File: config.mk
export PLATFORM = sky130hd
export DESIGN_NAME = fmul_arbiter
export DESIGN_NICKNAME = d
export VERILOG_FILES = /design/src/rtl/fmul_arbiter.sv
export SDC_FILE = /design/constraint.sdc
export NUM_CORES = 1
export LEC_CHECK = 0
export ABC_AREA = 0
export BUFFER_PORTS_ARGS = -buffer_cell sky130_fd_sc_hd__buf_2
export CAP_MARGIN = 20
export CORE_AREA = 4 4 151 153
export DETAILED_ROUTE_END_ITERATION = 7
export DIE_AREA = 0 0 155 157
export HOLD_SLACK_MARGIN = 0.12
export PLACE_DENSITY_LB_ADDON = 0.3
export SLEW_MARGIN = 20
export SYNTH_ARGS = -nofsm -noshare
export SYNTH_HDL_FRONTEND = slang
export SYNTH_SLANG_ARGS = --single-unit
File: constraint.sdc
create_clock -name clk -period 3 [get_ports clk]
set_input_delay 0.3 -clock clk [delete_from_list [all_inputs] [get_ports clk]]
set_output_delay 0.3 -clock clk [all_outputs]
set_load 0.05 [all_outputs]
File: src/rtl/fmul_arbiter.sv
// fmul_arbiter: round-robin arbiter and result router sharing one pipelined
// float_mul among NREQ issue lanes.
//
// Each cycle it grants at most one lane, registers that lane's operand pair
// into the multiplier, and tracks the lane through a LAT+1 stage tag pipeline.
// The product is returned to that lane LAT+1 edges after the accept.
//
// Parameters:
//   NREQ       number of requesting lanes (2..8)
//   LAT        float_mul latency in edges from operand change to valid (>= 1)
// Ports:
//   clk        rising-edge clock
//   rst        synchronous active-high reset; forces req_ready to 0
//   req_valid  per-lane request
//   req_a/b    per-lane operands, lane i at [32*i+31:32*i]
//   req_ready  one-hot grant, combinational from req_valid and the pointer
//   mul_a/b    registered operands to float_mul.num_1/num_2
//   mul_out    product from float_mul.out
//   resp_valid registered one-hot (or zero) response lane
//   resp_data  registered product
// Optional feature (macro FMUL_ARB_PERF_EN):
//   perf_ops   accepted operation count (wraps mod 2^32)
//   perf_stall cycles in which some valid lane was not granted (wraps)

module fmul_arbiter #(
  parameter int unsigned NREQ = 4,
  parameter int unsigned LAT  = 2
) (
  input  logic                 clk,
  input  logic                 rst,
  input  logic [NREQ-1:0]      req_valid,
  input  logic [NREQ*32-1:0]   req_a,
  input  logic [NREQ*32-1:0]   req_b,
  output logic [NREQ-1:0]      req_ready,
  output logic [31:0]          mul_a,
  output logic [31:0]          mul_b,
  input  logic [31:0]          mul_out,
  output logic [NREQ-1:0]      resp_valid,
  output logic [31:0]          resp_data
`ifdef FMUL_ARB_PERF_EN
  ,
  output logic [31:0]          perf_ops,
  output logic [31:0]          perf_stall
`endif
);

  localparam int unsigned PW = (NREQ > 1) ? $clog2(NREQ) : 1;
  localparam int unsigned NS = LAT + 1;

  logic [31:0]     a_lane [NREQ];
  logic [31:0]     b_lane [NREQ];

  logic [PW-1:0]   ptr_q, ptr_d;
  logic [31:0]     mul_a_q, mul_a_d;
  logic [31:0]     mul_b_q, mul_b_d;
  logic [NS-1:0]   tag_vld_q, tag_vld_d;
  logic [NREQ-1:0] tag_lane_q [NS];
  logic [NREQ-1:0] tag_lane_d [NS];
  logic [NREQ-1:0] resp_valid_q, resp_valid_d;
  logic [31:0]     resp_data_q, resp_data_d;

  logic [NREQ-1:0] grant;
  logic [PW-1:0]   gnt_idx;
  logic [PW-1:0]   scan_idx;
  logic            accept;

  for (genvar i = 0; i < NREQ; i++) begin : g_unpack
    assign a_lane[i] = req_a[32*i +: 32];
    assign b_lane[i] = req_b[32*i +: 32];
  end

  // Rotating priority: scan lanes ptr, ptr+1, ... modulo NREQ and take the
  // first valid one. Reset masks the grant so nothing is accepted.
  always_comb begin
    grant    = '0;
    gnt_idx  = '0;
    scan_idx = '0;
    accept   = 1'b0;
    for (int unsigned k = 0; k < NREQ; k++) begin
      scan_idx = PW'((32'(ptr_q) + k) % NREQ);
      if (!accept && req_valid[scan_idx]) begin
        accept          = 1'b1;
        grant[scan_idx] = 1'b1;
        gnt_idx         = scan_idx;
      end
    end
    if (rst) begin
      grant  = '0;
      accept = 1'b0;
    end
  end

  assign req_ready = grant;

  always_comb begin
    ptr_d        = ptr_q;
    mul_a_d      = mul_a_q;
    mul_b_d      = mul_b_q;
    resp_valid_d = '0;
    resp_data_d  = resp_data_q;

    // Tag pipeline shifts every edge; an idle edge inserts an invalid tag.
    tag_vld_d     = {tag_vld_q[NS-2:0], accept};
    tag_lane_d[0] = grant;
    for (int unsigned s = 1; s < NS; s++) begin
      tag_lane_d[s] = tag_lane_q[s-1];
    end

    if (accept) begin
      ptr_d   = (gnt_idx == PW'(NREQ - 1)) ? '0 : gnt_idx + PW'(1);
      mul_a_d = a_lane[gnt_idx];
      mul_b_d = b_lane[gnt_idx];
    end

    if (tag_vld_q[NS-1]) begin
      resp_valid_d = tag_lane_q[NS-1];
      resp_data_d  = mul_out;
    end
  end

  always_ff @(posedge clk) begin
    if (rst) begin
      ptr_q        <= '0;
      mul_a_q      <= '0;
      mul_b_q      <= '0;
      tag_vld_q    <= '0;
      resp_valid_q <= '0;
      resp_data_q  <= '0;
      for (int unsigned s = 0; s < NS; s++) begin
        tag_lane_q[s] <= '0;
      end
    end else begin
      ptr_q        <= ptr_d;
      mul_a_q      <= mul_a_d;
      mul_b_q      <= mul_b_d;
      tag_vld_q    <= tag_vld_d;
      resp_valid_q <= resp_valid_d;
      resp_data_q  <= resp_data_d;
      for (int unsigned s = 0; s < NS; s++) begin
        tag_lane_q[s] <= tag_lane_d[s];
      end
    end
  end

  assign mul_a      = mul_a_q;
  assign mul_b      = mul_b_q;
  assign resp_valid = resp_valid_q;
  assign resp_data  = resp_data_q;

`ifdef FMUL_ARB_PERF_EN
  logic [31:0] perf_ops_q, perf_ops_d;
  logic [31:0] perf_stall_q, perf_stall_d;

  always_comb begin
    perf_ops_d   = perf_ops_q + 32'(accept);
    perf_stall_d = perf_stall_q + 32'(|(req_valid & ~grant));
  end

  always_ff @(posedge clk) begin
    if (rst) begin
      perf_ops_q   <= '0;
      perf_stall_q <= '0;
    end else begin
      perf_ops_q   <= perf_ops_d;
      perf_stall_q <= perf_stall_d;
    end
  end

  assign perf_ops   = perf_ops_q;
  assign perf_stall = perf_stall_q;
`endif

endmodule

==> results.json <==
{
  "syn_inst": 888,
  "grt_pass1_wl_um": 42000,
  "dpl.hpwl_um": 19700,
  "final_common_cell": "buf_2",
  "powerDensity_mw_per_mm2": 1130,
  "first_pass_iters": 5,
  "r2r_start": "ptr_q[1]$_SDFFE_PP0P_",
  "dp.cells": 1489,
  "syn_nets": 1190,
  "crit_end": "req_ready[1]",
  "p_int_mw": 6.37,
  "drt_iter0_drc": 544,
  "worst_pin_slew_ps": 1060,
  "placed_area_mm2": 0.0101,
  "hold_violations": 0,
  "r2r-end": "mul_b[26]$_SDFFE_PP0P_",
  "skew_ps": 15.6,
  "syn_area_mm2": 0.00792,
  "start_util_pct": 36.7,
  "gp_congestion": 0.837,
  "synth_cell_types": 38,
  "area.growth.synth_to_final_pct": 37.3,
  "coreArea_mm2": 0.0216,
  "switching_share_pct": 48.0,
  "preCtsSetupSlack_ps": 293,
  "clock_power_share_pct": 17.9,
  "critPathMaxFanout": 7,
  "cts.clk_slew.worst_paths_ps": 70,
  "cts_tree": "yes",
  "hold_class": "primary input to flip-flop",
  "drc": 0,
  "fin_setup_tns_ps": 0,
  "antenna_found_initial": 3,
  "pwr-share-seq_pct": 17.9,
  "ys_seq_area_share_pct": 29.6,
  "syn_avg_cell_area_um2": 8.92,
  "vias": 8535,
  "ys_seq_elements": 117,
  "cp.required_ps": 2700,
  "post_cts_buffers": 0,
  "slew_headroom_pct": 29.2,
  "status": "finished clean",
  "fin_hold_ws_ps": 139,
  "finalSetupViolCount": 0,
  "routedWlPerCell_um": 18.6,
  "fin_area_mm2": 0.0109,
  "grt_use_total_pct": 21.4,
  "die_w_um": 155,
  "nets": 1534,
  "grt_pass1_vias": 8007,
  "via_per_inst": 5.59,
  "dieArea_mm2": 0.0243,
  "arrival_ps": 2560,
  "dieHeight_um": 157,
  "comb_power_share_pct": 64.2,
  "rsz0062_at_grt": "no",
  "r2r_slack_ps": 280,
  "numCtsBuffers": 17,
  "cts_root_buffer": "clkbuf_16",
  "max_freq_mhz": 350,
  "crit_path_start_kind": "flip-flop",
  "ctsHtreeMaxLevel": 4,
  "overflow": 0,
  "p_switching_mw": 5.88,
  "mostFrequentLayoutCells": "buf_2 (393), mux2i_1 (131), dfxtp_1 (115)",
  "io_pins": 398,
  "postRouteAntennaNets": 0,
  "vdd_ir_drop_max_mv": 0.593,
  "cts_sinks": 117,
  "worstSkewPairLatency_ps": 410,
  "yosys_warnings": 0,
  "routed_wirelength_um": 28500,
  "p_leak_nw": 4.91,
  "path_class": "flip-flop to primary output",
  "crit_path_end_kind": "primary output",
  "period_share_pct": 95.3,
  "drive_gt1_share_pct": 41.4,
  "grt_max_degree": 103,
  "finalCriticalPeriod_ps": 2860,
  "clockBufferDepth": 2,
  "drv_slew": 0,
  "drv_cap": 0,
  "port_buffers": 397,
  "fin_ws_ps": 142,
  "r2r_cells": 7,
  "finalNonFillerCells": 1528,
  "crit_start": "ptr_q[0]$_SDFFE_PP0P_",
  "rows": 54
}
-- state kept, by name, summed over array words and instances, names as in the netlist --
signal,count
tag_lane_q,12
mul_a,32
mul_b,32
ptr_q,2
resp_valid,4
resp_data,32
tag_vld_q,3
-- how the worst min path moves through the flow --
stage	from	endpoint	slack, ps	cells after the start
2_1_floorplan	tag_lane_q[2][0]$_SDFF_PP0_	resp_valid[0]$_SDFF_PP0_	410	1
5_1_grt	mul_out[11]	resp_data[11]$_SDFFE_PP0P_	130	3
4_1_cts	mul_out[3]	resp_data[3]$_SDFFE_PP0P_	120	3
3_5_place_dp	tag_lane_q[2][1]$_SDFF_PP0_	resp_valid[1]$_SDFF_PP0_	410	1
6_report	mul_out[28]	resp_data[28]$_SDFFE_PP0P_	140	3
3_3_place_gp	tag_lane_q[2][3]$_SDFF_PP0_	resp_valid[3]$_SDFF_PP0_	410	1
-- cell families (layout without fill, tap and decap cells) --
group                      count (synthesis)  count (layout)  share of synthesized area [%]
adders and majority gates                  8               8                           1.26
other                                      0               3                              0
xor gates and xnor gates                   1               1                          0.111
AOI/OAI and AO/OA                        302             302                           30.4
buffers and inverters                    107             464                           6.24
DFF                                      117             117                           29.6
muxes                                    170             170                           22.5
and+or+nand+nor                          183             183                           9.86
-- per-layer routing --
metal / GRT usage, % / part of all wire, %
met2: 36.9 / 49
met4: 7.32 / 2.3
met1: 26.1 / 41
met5: 0 / 0
met3: 5.11 / 7.3
-- synth_stat cells (all sizes together) --
| library cell | number | area (um2) |
|---|---|---|
| mux2i | 131 | 1310 |
| dfxtp | 117 | 2340 |
| nor2 | 81 | 312 |
| nand2 | 68 | 255 |
| a22oi | 66 | 495 |
| o221ai | 65 | 569 |
| clkbuf | 64 | 240 |
| buf | 40 | 243 |
| mux2 | 36 | 405 |
| a221oi | 35 | 307 |
| a21oi | 34 | 170 |
| a211o | 33 | 289 |
| a211oi | 31 | 233 |
| o2bb2ai | 31 | 272 |
| nor2b | 14 | 95.1 |
| ha | 8 | 100 |
| and2 | 5 | 31.3 |
| nor3 | 4 | 20.0 |
| or2 | 4 | 25.0 |
| inv | 3 | 11.3 |
| mux4 | 3 | 67.6 |
| nor4 | 3 | 18.8 |
| a22o | 2 | 17.5 |
| nand2b | 2 | 12.5 |
| o22ai | 2 | 12.5 |
| nand3 | 1 | 5.00 |
| o21ai | 1 | 5.00 |
| o21bai | 1 | 18.8 |
| o31ai | 1 | 21.3 |
| or3 | 1 | 6.26 |
| xnor2 | 1 | 8.76 |
-- stage by stage --
step | power [mW] | util, %
CTS | 12.3 | 50.2
detailed placement | 9.97 | 47.0
global route | 13.0 | 50.5
finish | 12.2 | 50.5
global placement | 9.86 | 47.0
floorplan | 8.15 | -
-- layout make-up --
| class | instances | area, um2 |
|---|---|---|
| sequential | 117 | 2350 |
| inverter | 3 | 11.3 |
| antenna | 3 | 7.51 |
| multi-input combinational | 664 | 5180 |
| timing repair buffer | 429 | 2360 |
| tap | 280 | 350 |
| fill | 2025 | 10700 |
| clock buffer | 19 | 453 |
| clock inverter | 13 | 173 |
-- timing repair --
| action | 4_1_cts | 5_1_grt |
|---|---|---|
| hold buffers | 4 | 0 |
| endpoints found under the hold margin | 4 | 0 |
| gates resized for setup | 8 | 8 |
| pin swaps | 1 | 0 |
| setup endpoints to repair | 4 | 4 |
-- power groups by stage --
stage	clock (mW)	sequential [mW]	combinational, mW
finish	2.19	2.19	7.87
floorplan	0	3.40	4.74
global route	2.30	2.24	8.43
CTS	2.24	2.19	7.83
global placement	0	2.21	7.65
detailed placement	0	2.21	7.76
-- critical path, cell delays in order, from the launching register on --
cell	delay, ps
dfxtp_4	380
inv_1	90
ha_4	250
buf_4	160
nand2_1	60
o22ai_1	80
a22o_1	240
or2_4	310
a221oi_4	310
nor2_1	90
buf_6	180
No activity file was read; power rests on OpenSTA's default activity.
